`config.mk`:
```
export PLATFORM = sky130hd
export DESIGN_NAME = pc_sequencer_flat
export DESIGN_NICKNAME = d
export VERILOG_FILES = /design/src/rtl/pc_sequencer_if.sv /design/src/rtl/pc_sequencer.sv /design/src/flat_wrapper.sv
export SDC_FILE = /design/constraint.sdc
export NUM_CORES = 1
export LEC_CHECK = 0
export CELL_PAD_IN_SITES_DETAIL_PLACEMENT = 1
export CELL_PAD_IN_SITES_GLOBAL_PLACEMENT = 1
export CORE_MARGIN = 2
export CORE_UTILIZATION = 30
export DETAILED_ROUTE_END_ITERATION = 10
export PLACE_DENSITY_LB_ADDON = 0.08
export SLEW_MARGIN = 10
export SYNTH_ARGS = -nofsm -noshare
export SYNTH_HDL_FRONTEND = slang
export SYNTH_SLANG_ARGS = --single-unit
```
`constraint.sdc`:
```
create_clock -name Clk -period 2.6 [get_ports Clk]
set_input_delay 0.52 -clock Clk [delete_from_list [all_inputs] [get_ports Clk]]
set_output_delay 0.52 -clock Clk [all_outputs]
set_load 0.02 [all_outputs]
```
`src/rtl/pc_sequencer_if.sv`:
```
// -----------------------------------------------------------------------------
// pc_sequencer_if
//   Bundles the fetch-side signals of the program counter sequencer.
//   master : the surrounding pipeline (PC adder, hazard unit, branch/jump
//            resolution, decode), which drives the requests and reads the PC.
//   slave  : the sequencer itself.
//
//   PCAddResult   m->s  32     PCResult+4 from the PC adder
//   Stall         m->s  1      hold PC
//   BranchTaken   m->s  1      redirect to BranchTarget
//   BranchTarget  m->s  32     branch target address
//   JumpEn        m->s  1      redirect to JumpTarget
//   JumpTarget    m->s  32     jump target address
//   Halt          m->s  1      stop fetching
//   PCResult      s->m  32     current PC
//   FetchValid    s->m  1      fetch at PCResult is valid
//   Flush         s->m  1      kill younger instructions this cycle
//   Fault         s->m  1      misaligned redirect trapped (sticky)
//   State         s->m  2      0 RUN, 1 BUBBLE, 2 HALTED, 3 FAULT
//   RedirectCount s->m  CNT_W  accepted redirects, saturating
// -----------------------------------------------------------------------------
interface pc_seq_if #(
  parameter int unsigned CNT_W = 16
);
  logic [31:0]      PCAddResult;
  logic             Stall;
  logic             BranchTaken;
  logic [31:0]      BranchTarget;
  logic             JumpEn;
  logic [31:0]      JumpTarget;
  logic             Halt;
  logic [31:0]      PCResult;
  logic             FetchValid;
  logic             Flush;
  logic             Fault;
  logic [1:0]       State;
  logic [CNT_W-1:0] RedirectCount;

  modport master (
    output PCAddResult, Stall, BranchTaken, BranchTarget, JumpEn, JumpTarget, Halt,
    input  PCResult, FetchValid, Flush, Fault, State, RedirectCount
  );

  modport slave (
    input  PCAddResult, Stall, BranchTaken, BranchTarget, JumpEn, JumpTarget, Halt,
    output PCResult, FetchValid, Flush, Fault, State, RedirectCount
  );
endinterface

```
`src/rtl/pc_sequencer.sv`:
```
// -----------------------------------------------------------------------------
// pc_sequencer
//   Owns the program counter for the instruction fetch stage and picks the next
//   PC each cycle: sequential (PC adder), branch/jump redirect, stall or halt.
//   Inserts flush bubbles after accepted redirects, traps misaligned redirect
//   targets and counts accepted redirects.
//
//   Clk    in   clock, rising edge
//   Reset  in   asynchronous, active-low reset
//   bus    slave side of pc_seq_if (requests in, PC/status out)
//
//   state  | meaning
//   -------+---------------------------------------------------------------
//   RUN    | fetching; PC advances, holds on stall, accepts redirects
//   BUBBLE | post-redirect flush window; PC held, only redirects act
//   HALTED | halt decoded; everything ignored until reset
//   FAULT  | misaligned redirect trapped; PC frozen until reset
// -----------------------------------------------------------------------------
module pc_sequencer #(
  parameter logic [31:0] RESET_PC     = 32'h0000_0000,
  parameter int unsigned FLUSH_CYCLES = 1,
  parameter int unsigned CNT_W        = 16
) (
  input  logic     Clk,
  input  logic     Reset,
  pc_seq_if.slave  bus
);

  typedef enum logic [1:0] {
    S_RUN    = 2'd0,
    S_BUBBLE = 2'd1,
    S_HALTED = 2'd2,
    S_FAULT  = 2'd3
  } state_e;

  localparam logic [3:0]       BUB_LOAD = 4'(FLUSH_CYCLES);
  localparam logic [CNT_W-1:0] CNT_MAX  = '1;

  state_e           state_q;
  logic [31:0]      pc_q;
  logic [3:0]       bub_q;
  logic [CNT_W-1:0] rcnt_q;

  logic        redirect_req;
  logic        redirect_open;
  logic        target_misaligned;
  logic        redirect_take;
  logic        redirect_trap;
  logic [31:0] target;

  // Branch outranks jump when both resolve in the same cycle.
  assign redirect_req      = bus.BranchTaken | bus.JumpEn;
  assign target            = bus.BranchTaken ? bus.BranchTarget : bus.JumpTarget;
  assign target_misaligned = |target[1:0];
  assign redirect_open     = (state_q == S_RUN) || (state_q == S_BUBBLE);
  assign redirect_take     = redirect_open & redirect_req & ~target_misaligned;
  assign redirect_trap     = redirect_open & redirect_req & target_misaligned;

  always_ff @(posedge Clk or negedge Reset) begin
    if (!Reset) begin
      state_q <= S_RUN;
      pc_q    <= RESET_PC;
      bub_q   <= 4'd0;
      rcnt_q  <= '0;
    end else begin
      unique case (state_q)
        S_RUN, S_BUBBLE: begin
          if (redirect_trap) begin
            // PC stays at the last good value so the trap handler sees it.
            state_q <= S_FAULT;
          end else if (redirect_take) begin
            pc_q <= target;
            if (rcnt_q != CNT_MAX) rcnt_q <= rcnt_q + CNT_W'(1);
            if (FLUSH_CYCLES == 0) begin
              state_q <= S_RUN;
            end else begin
              bub_q   <= BUB_LOAD;
              state_q <= S_BUBBLE;
            end
          end else if (state_q == S_RUN) begin
            if (bus.Halt)        state_q <= S_HALTED;
            else if (!bus.Stall) pc_q    <= bus.PCAddResult;
          end else begin
            // Bubble drains regardless of stall/halt; last count returns to RUN.
            if (bub_q <= 4'd1) begin
              bub_q   <= 4'd0;
              state_q <= S_RUN;
            end else begin
              bub_q <= bub_q - 4'd1;
            end
          end
        end
        S_HALTED, S_FAULT: ;
        default: state_q <= S_FAULT;
      endcase
    end
  end

  assign bus.PCResult      = pc_q;
  assign bus.State         = state_q;
  assign bus.FetchValid    = (state_q == S_RUN);
  assign bus.Fault         = (state_q == S_FAULT);
  // Gated by Reset so a redirect seen during reset never flushes.
  assign bus.Flush         = Reset & redirect_take;
  assign bus.RedirectCount = rcnt_q;

endmodule
```
`src/flat_wrapper.sv`:
```
// flat-port wrapper written by rule: the top's interface ports become plain ports
module pc_sequencer_flat 
#(
  parameter logic [31:0] RESET_PC     = 32'h0000_0000,
  parameter int unsigned FLUSH_CYCLES = 1,
  parameter int unsigned CNT_W        = 16
)
  (Clk, Reset, bus_PCAddResult, bus_Stall, bus_BranchTaken, bus_BranchTarget, bus_JumpEn, bus_JumpTarget, bus_Halt, bus_PCResult, bus_FetchValid, bus_Flush, bus_Fault, bus_State, bus_RedirectCount);
  pc_seq_if #(.CNT_W(CNT_W)) bus_i ();
  input  logic Clk;
  input  logic Reset;
  input wire logic [$bits(bus_i.PCAddResult)-1:0] bus_PCAddResult;
  input wire logic [$bits(bus_i.Stall)-1:0] bus_Stall;
  input wire logic [$bits(bus_i.BranchTaken)-1:0] bus_BranchTaken;
  input wire logic [$bits(bus_i.BranchTarget)-1:0] bus_BranchTarget;
  input wire logic [$bits(bus_i.JumpEn)-1:0] bus_JumpEn;
  input wire logic [$bits(bus_i.JumpTarget)-1:0] bus_JumpTarget;
  input wire logic [$bits(bus_i.Halt)-1:0] bus_Halt;
  output wire logic [$bits(bus_i.PCResult)-1:0] bus_PCResult;
  output wire logic [$bits(bus_i.FetchValid)-1:0] bus_FetchValid;
  output wire logic [$bits(bus_i.Flush)-1:0] bus_Flush;
  output wire logic [$bits(bus_i.Fault)-1:0] bus_Fault;
  output wire logic [$bits(bus_i.State)-1:0] bus_State;
  output wire logic [$bits(bus_i.RedirectCount)-1:0] bus_RedirectCount;
  assign bus_i.PCAddResult = bus_PCAddResult;
  assign bus_i.Stall = bus_Stall;
  assign bus_i.BranchTaken = bus_BranchTaken;
  assign bus_i.BranchTarget = bus_BranchTarget;
  assign bus_i.JumpEn = bus_JumpEn;
  assign bus_i.JumpTarget = bus_JumpTarget;
  assign bus_i.Halt = bus_Halt;
  assign bus_PCResult = bus_i.PCResult;
  assign bus_FetchValid = bus_i.FetchValid;
  assign bus_Flush = bus_i.Flush;
  assign bus_Fault = bus_i.Fault;
  assign bus_State = bus_i.State;
  assign bus_RedirectCount = bus_i.RedirectCount;
  pc_sequencer #(.RESET_PC(RESET_PC), .FLUSH_CYCLES(FLUSH_CYCLES), .CNT_W(CNT_W)) u_core (.Clk(Clk), .Reset(Reset), .bus(bus_i));
endmodule
```
* After elaboration in Yosys (flattened, before gate mapping) *
Cells that the tools add are included.

operators by class
  $add $sub $neg = 2
  $lt $le $gt $ge = 1
  eq/ne operators = 7
  mux-type cells = 13
  bitwise operators = 7
  reduce and logical (&&, ||, !) cells = 10

operators with widths
  kind                                                                   number
  32-bit two-way mux                                                     5
  16-bit by 1-bit adder with 16-bit output, second input constant        1
  16-bit != test, second input constant                                  1
  4-bit two-way mux                                                      3
  2-bit two-way mux                                                      5
  2-bit by 1-bit != test with 1-bit output, second input constant        3
  3-bit AND reduction                                                    2
  5-bit AND reduction                                                    1
  1-bit AND                                                              4
  4-bit by 1-bit <= comparator with 1-bit output, second input constant  1
  4-bit by 2-bit != test with 1-bit output, second input constant        1
  4-bit AND reduction                                                    1
  4-bit nonzero test                                                     1
  2-bit OR reduction                                                     2
  4-bit by 1-bit subtractor with 4-bit output, second input constant     1
  2-bit by 1-bit equality test with 1-bit output, second input constant  1
  2-bit equality test, second input constant                             1
  2-bit zero test                                                        1
  1-bit NOT                                                              2
  2-bit nonzero test                                                     1
  1-bit logical OR                                                       1
  1-bit OR                                                               1

storage, ports and cells
  bits in registers = 54
  bits of input ports = 102
  output and inout port bits = 53
  word-level logic and storage cells = 44

* Logic depth before layout (Yosys ltp) *
Gate-level depths: netlist of run 1.

  depth in word-level cells = 6
  gate-level depth with buffers = 7
  mapped depth without buffers = 7

* Worst setup path before layout of run 1 *
OpenSTA, ideal clock, no wires.

  path type = input to output
  from = input port bus_BranchTaken
  to = output port bus_Flush
  arrival time = 1345 ps
  data required time = 2080 ps
  setup slack = 735 ps
  stages = 4
  path buffers = 1
  path through = buf_6 > nor3_4 > o221a_2 > and2_1

between the ends
  cells in the longest elaborated chain, start to end = 5
  elaborated cells between the ends (all ways) = 7
  classes of those cells = 1 x mux; 5 x bitwise; 1 x reduce/logical

ends and longest elaborated chain
  element             RTL line             source
  from (decl)         flat_wrapper.sv:14   input wire logic [$bits(bus_i.BranchTaken)-1:0] bus_BranchTaken;
  32-bit two-way mux  pc_sequencer.sv:53   assign target = bus.BranchTaken ? bus.BranchTarget : bus.JumpTarget;
  2-bit OR reduction  pc_sequencer.sv:54   assign target_misaligned = |target[1:0];
  1-bit NOT           pc_sequencer.sv:56   assign redirect_take = redirect_open & redirect_req & ~target_misaligned;
  1-bit AND *         pc_sequencer.sv:56
  1-bit AND *         pc_sequencer.sv:104  assign bus.Flush = Reset & redirect_take;
  to (decl)           flat_wrapper.sv:21   output wire logic [$bits(bus_i.Flush)-1:0] bus_Flush;

Mark *: on every way between the ends. The rest lies on a longest branch, timed or not.

* Worst setup path in the final report of run 1 *
  from = input port bus_BranchTarget[0]
  to = output port bus_Flush

between the ends
  cells in the longest elaborated chain, start to end = 5

ends and longest elaborated chain
  element             RTL line             source
  from (decl)         flat_wrapper.sv:15   input wire logic [$bits(bus_i.BranchTarget)-1:0] bus_BranchTarget;
  32-bit two-way mux  pc_sequencer.sv:53
  2-bit OR reduction  pc_sequencer.sv:54
  1-bit NOT           pc_sequencer.sv:56
  1-bit AND           pc_sequencer.sv:56
  1-bit AND           pc_sequencer.sv:104

Every way passes these cells.

==> reports/qor.txt, run 1 <==
outcome: complete, no violations
Fillers: 1066
IO buf count: 154
vias per cell: 4.82
unrepaired setup endpoints after global routing: false
cts repair resizes: 1
Skew-Pair Late Insertion Delay: 0.30 ns
CP Max Fanout: 2
met1 Track Usage GR: 22.1%
Largest stage delay, worst path: 0.43 ns
initial antenna violation count: 0
leakage power total: 1.88 nW
Top Ports: 155
Seq cells post-synth: 54
Post-CTS Setup Bufs: 0
non-filler cells, final: 600
Post-CTS Hold Fix Bufs: 0
drt wl/cell: 15.6 um
Yosys cell types: 35
grt met3 use: 6.00%
Routed WL: 9340 um
number of diodes: 0
Worst path top cell family by delay: buffers and inverters
Peak VDD IR: 0.234 mV
met2 Use GR: 33.0%
Final Hold Fails: 0
first-pass detailed-route iteration total: 4
share of layout cells above drive strength 1: 6.79%
post-synthesis cell count: 315
syn avg cell area: 9.10 um^2
worst path cell trace: clkdlybuf4s50_1, nor3b_2, o221a_2, and2_1, dlygate4sd2_1
register area: 1350 um^2
Worst-Margin Slew: 0.711 ns
Worst slew margin: 52.6%
most common cell after layout, fill and taps aside: clkdlybuf4s50_1
Most Crowded Layer GR: met2
slowest CP cell: clkdlybuf4s50_1
WP buf/inv: 2
most frequent cells in the layout: clkdlybuf4s50_1 (151), nand2_1 (70), dfrtp_1 (54)
post-route ant nets: 0
fin. max-slew vios: 0
period utilization: 93.2%
die span in y: 102 um
P&R area growth vs syn: 64.3%
clk root buf: clkbuf_8
row count: 35
post-layout util: 51.0%
Clock Skews: 0.0103 ns
Synth Net Count: 420
fin crit period: 2.42 ns
CP Capture Type: output pin
Via Count: 2893
Synth Cell Area: 2870 um^2
die area: 10400 um^2
Cells after DPL: 592
sequential-to-total area share from yosys stat: 47.1%
final weighted congestion in routability-driven placement: 0.743
# nets final: 575
number of global-route vias before repair: 3150
GRT overflow: 0
WP data arrival: 1.90 ns
DP HPWL: 7130 um
core area: 9240 um^2
clk sinks: 54
clk buf depth: 2
max frequency: 0.412 GHz
largest net degree at the start of global routing: 62
CTS H-tree lvls: 2
DRC: 0
Power Dens Cells: 355 nW/um^2
First DRT Iteration DRCs: 40
worst hold path class: input pin to asynchronous set/reset pin
CTS tree: yes
global-route wire length before repair: 15200 um
Finish-stage setup viols: 0
area of the multi-input gates: 1410 um^2
critical path required time: 2.08 ns
die width: 102 um
Starting Density: 31.0%
CTS Buf Count: 5
synth warn: 0
max_cap viols: 0
Clk pin slew, worst setup/hold paths: 0.11 ns
crit start category: input pin
Tot GR Track Use: 18.6%
critical path class: input pin to output pin
==> area by class of cell <==
class	count	area share, %
Sequential cell	54	28.7
Tap cell	129	3.43
Multi-Input combinational cell	235	30.0
Inverter	5	0.399
Timing Repair Buffer	169	35.1
Clock buffer	5	1.46
Clock inverter	3	0.850
==> Yosys cell counts (all sizes together) <==
cell,n,share of area [%]
o221a,1,0.39
xor2,3,0.92
nand2,70,9.2
nor2b,30,6.5
nor2,8,1.1
xnor2,13,4.0
buf,6,1.3
nor3,6,1.4
nor4,2,0.44
nor3b,1,0.44
a211oi,30,7.9
o221ai,1,0.52
a41oi,1,0.57
o311ai,1,0.31
ha,3,1.3
o21ai,2,0.35
and4,1,0.31
and3,5,1.1
clkbuf,15,2.0
or4b,1,0.35
nand4,6,1.3
a21o,1,0.26
inv,5,0.65
mux2,1,0.39
and2,4,0.87
nand3,9,1.6
dfrtp,54,47
a21oi,5,0.87
a31oi,30,6.5
==> flip-flops by register name (all words and copies together), names as in the netlist <==
register	flops
u_core.bus.PCResult	32
u_core.bus.RedirectCount	16
u_core.bub_q	4
u_core.bus.State	2
==> metrics by stage <==
step                total power, mW  hold slack (ns)  setup slack [ns]  TNS (ns)  area [um^2]
global placement               1.12            0.473            -0.114    -0.114         4600
detailed placement             1.12            0.493           -0.0981   -0.0981         4600
finish                         1.67            0.395             0.176         0         4710
floorplan                     0.922            0.224             0.735         0         2870
CTS                            1.69            0.419             0.173         0         4710
global route                   1.75            0.439             0.120         0         4710
==> kinds of logic after synthesis <==
logic type                 after synthesis  share of synthesized area, %
xor gates and xnor gates                16                          4.89
DFF                                     54                          47.1
and+or+nand+nor                        143                          24.7
muxes                                    1                         0.393
adders and majority gates                3                          1.31
buffers and inverters                   26                          3.93
AOI/OAI and AO/OA                       72                          17.7
==> power by group <==
| group | internal (mW) | switching, mW |
|---|---|---|
| Combinational | 0.168 | 0.0833 |
| Clock | 0.284 | 0.285 |
| Sequential | 0.847 | 0.00426 |
| Total | 1.30 | 0.373 |
==> worst paths after layout <==
| check | start | to | slack [ns] | cells after the start |
|---|---|---|---|---|
| max | bus_BranchTarget[0] | bus_Flush | 0.18 | 5 |
| min | Reset | u_core.bub_q[1] | 0.40 | 2 |
| max reg2reg | u_core.bus.RedirectCount[0] | u_core.bus.RedirectCount[1] | 0.76 | 6 |
| min reg2reg | u_core.bus.RedirectCount[10] | u_core.bus.RedirectCount[10] | 0.50 | 1 |
| max in group asynchronous | Reset | u_core.bus.PCResult[22] | 1.74 | 2 |
| min in group Clk | u_core.bus.RedirectCount[10] | u_core.bus.RedirectCount[10] | 0.50 | 1 |
==> worst register-to-register path: cells and delay by family, from the launching register on <==
kind,cells,cell delay (ns)
adder cells (fa/ha/maj),1,0.22
flip-flops,1,0.44
multiplexers,1,0.31
AO/OA/AOI/OAI,1,0.16
AND/OR/NAND/NOR,2,0.40
buffers and inverters,1,0.20
==> metal layers <==
layer  part of all wire (%)  vias to the layer above
li1                       -                     1422
met1                     43                     1380
met2                     49                       86
met3                    7.2                        5
met4                   0.65                        0
met5                      0                        -
No activity file was read; power rests on OpenSTA's default activity.
==> run 2: changes to the inputs <==
--- a/config.mk
+++ b/config.mk
@@ -5,10 +5,10 @@
 export SDC_FILE = /design/constraint.sdc
 export NUM_CORES = 1
 export LEC_CHECK = 0
-export CELL_PAD_IN_SITES_DETAIL_PLACEMENT = 1
-export CELL_PAD_IN_SITES_GLOBAL_PLACEMENT = 1
+export CELL_PAD_IN_SITES_DETAIL_PLACEMENT = 0
+export CELL_PAD_IN_SITES_GLOBAL_PLACEMENT = 2
 export CORE_MARGIN = 2
-export CORE_UTILIZATION = 30
+export CORE_UTILIZATION = 23
 export DETAILED_ROUTE_END_ITERATION = 10
 export PLACE_DENSITY_LB_ADDON = 0.08
 export SLEW_MARGIN = 10
==> run 2 against run 1 <==
Compared with the run above: clock skew fell by 0.0058 ns; highest routed layer unchanged; register-to-register slack barely moved; critical path depth did not move; maximum frequency fell by 1.4%; largest power group unchanged; critical path type unchanged; total power rose by 7.9%; count of clock-buffer cells in the layout rose by 2; final area rose by 1.5%; die area rose by 29%; sequential share of layout area fell by 0.42 points; core utilization fell by 12 points; worst hold slack got worse by 0.0023 ns.
==> reports/qor.txt, run 2 (synthesized netlist as in run 1, its figures left out) <==
outcome: complete, no violations
Tot GR Track Use: 14.2%
worst path cell trace: clkdlybuf4s50_1, nor3b_2, o221a_2, and2_1, dlygate4sd2_1
worst hold path class: input pin to asynchronous set/reset pin
Post-CTS Hold Fix Bufs: 0
pre-CTS setup slack: -0.159 ns
overall power: 1.80 mW
crit start category: input pin
met2 Use GR: 23.0%
most common cell after layout, fill and taps aside: clkdlybuf4s50_1
total negative slack: 0 ns
CTS tree: yes
Worst path top cell family by delay: buffers and inverters
DP HPWL: 6690 um
First DRT Iteration DRCs: 74
Top Ports: 155
CP Max Fanout: 2
clock power share: 39.2%
clk root buf: clkbuf_16
row count: 40
crit path setup slack, layout: 0.142 ns
Finish-stage setup viols: 0
switching share of power: 22.6%
Reg power frac: 47.2%
cts repair resizes: 1
period utilization: 94.5%
number of flip-flops in the largest register: 32
drt wl/cell: 14.4 um
DRC: 0
core area: 12100 um^2
# nets final: 571
initial antenna violation count: 0
die area: 13400 um^2
max frequency: 0.407 GHz
critical path class: input pin to output pin
max_cap viols: 0
Worst-Margin Slew: 0.722 ns
Combinational Power Share: 13.6%
die span in y: 116 um
global-route wire length before repair: 14400 um
Final Hold Slack: 0.393 ns
Worst slew margin: 51.8%
CTS H-tree lvls: 2
Starting Density: 23.7%
Final Cell Area: 4780 um^2
Power Dens Cells: 378 nW/um^2
post-route ant nets: 0
Routed WL: 9130 um
CTS Buf Count: 5
Via Count: 2797
fin. max-slew vios: 0
r2r setup slk: 0.75 ns
placed inst area: 4630 um^2
WP data arrival: 1.94 ns
Skew-Pair Late Insertion Delay: 0.30 ns
Clk pin slew, worst setup/hold paths: 0.07 ns
most frequent cells in the layout: clkdlybuf4s50_1 (151), nand2_1 (70), dfrtp_1 (54)
fin crit period: 2.46 ns
vias per cell: 4.40
clk buf depth: 2
first-pass detailed-route iteration total: 4
worst r2r dst: u_core.bus.RedirectCount[1]
unrepaired setup endpoints after global routing: false
largest net degree at the start of global routing: 62
leakage power total: 1.88 nW
number of global-route vias before repair: 2769
final weighted congestion in routability-driven placement: 0.716
worst r2r src: u_core.bus.RedirectCount[0]
GRT overflow: 0
met1 Track Usage GR: 17.0%
IO buf count: 154
Clock Skews: 0.00448 ns
Largest stage delay, worst path: 0.41 ns
clk sinks: 54
number of diodes: 0
Final Hold Fails: 0
slowest CP cell: clkdlybuf4s50_1
share of layout cells above drive strength 1: 5.78%
Post-CTS Setup Bufs: 0
grt met3 use: 6.07%
Most Crowded Layer GR: met2
die width: 116 um
WP buf/inv: 2
Peak VDD IR: 0.217 mV
CP Capture Type: output pin
critical path required time: 2.08 ns
Reg2Reg Depth: 6
P&R area growth vs syn: 66.7%
Sw Pwr: 408 uW
P_int: 1.40 mW
[run 2: area by class of cell]
type,count,area [um^2]
flip-flops and latches,54,1350
clock inverters,1,5.00
fillers,1283,7330
clock buffers,7,143
inverters,5,18.8
repair buffers,165,1640
well taps,168,210
multi-input cells,235,1410
[run 2: how the worst max path moves through the flow]
stage	start	end	slack (ns)	cells past startpoint
after floorplan	bus_BranchTaken	bus_Flush	0.73	4
after global placement	bus_BranchTarget[0]	bus_Flush	-0.12	5
after detailed placement	bus_BranchTarget[0]	bus_Flush	-0.16	5
after CTS	bus_BranchTarget[0]	bus_Flush	0.11	5
after global routing	bus_BranchTarget[0]	bus_Flush	0.07	5
final	bus_BranchTarget[0]	bus_Flush	0.14	5
[run 2: worst reg2reg max path, delay by kind of cell, from the launching register on]
kind,cells,cell delay (ns)
simple gates,2,0.42
flops,1,0.43
mux,1,0.31
compound gates,1,0.16
fa+ha+maj,1,0.23
buf+inv,1,0.20
[run 2: power groups by stage]
| stage | combinational, mW | clock (mW) | sequential, mW |
|---|---|---|---|
| final | 0.246 | 0.708 | 0.851 |
| after global placement | 0.250 | 0 | 0.867 |
| after floorplan | 0.0438 | 0 | 0.878 |
| after detailed placement | 0.251 | 0 | 0.868 |
| after global routing | 0.268 | 0.761 | 0.852 |
| after CTS | 0.252 | 0.741 | 0.851 |
[run 2: per-layer routing]
| layer | share of wire, % | vias up |
|---|---|---|
| met5 | 0 | - |
| met4 | 1.5 | 0 |
| met3 | 9.3 | 8 |
| met2 | 46 | 90 |
| met1 | 43 | 1278 |
| li1 | - | 1421 |
[run 2: per-stage QoR]
step | cells | util (%)
4_1_cts | 635 | 39.5
3_3_place_gp | 627 | 38.3
2_1_floorplan | 315 | -
6_report | 635 | 39.5
3_5_place_dp | 627 | 38.3
5_1_grt | 635 | 39.5
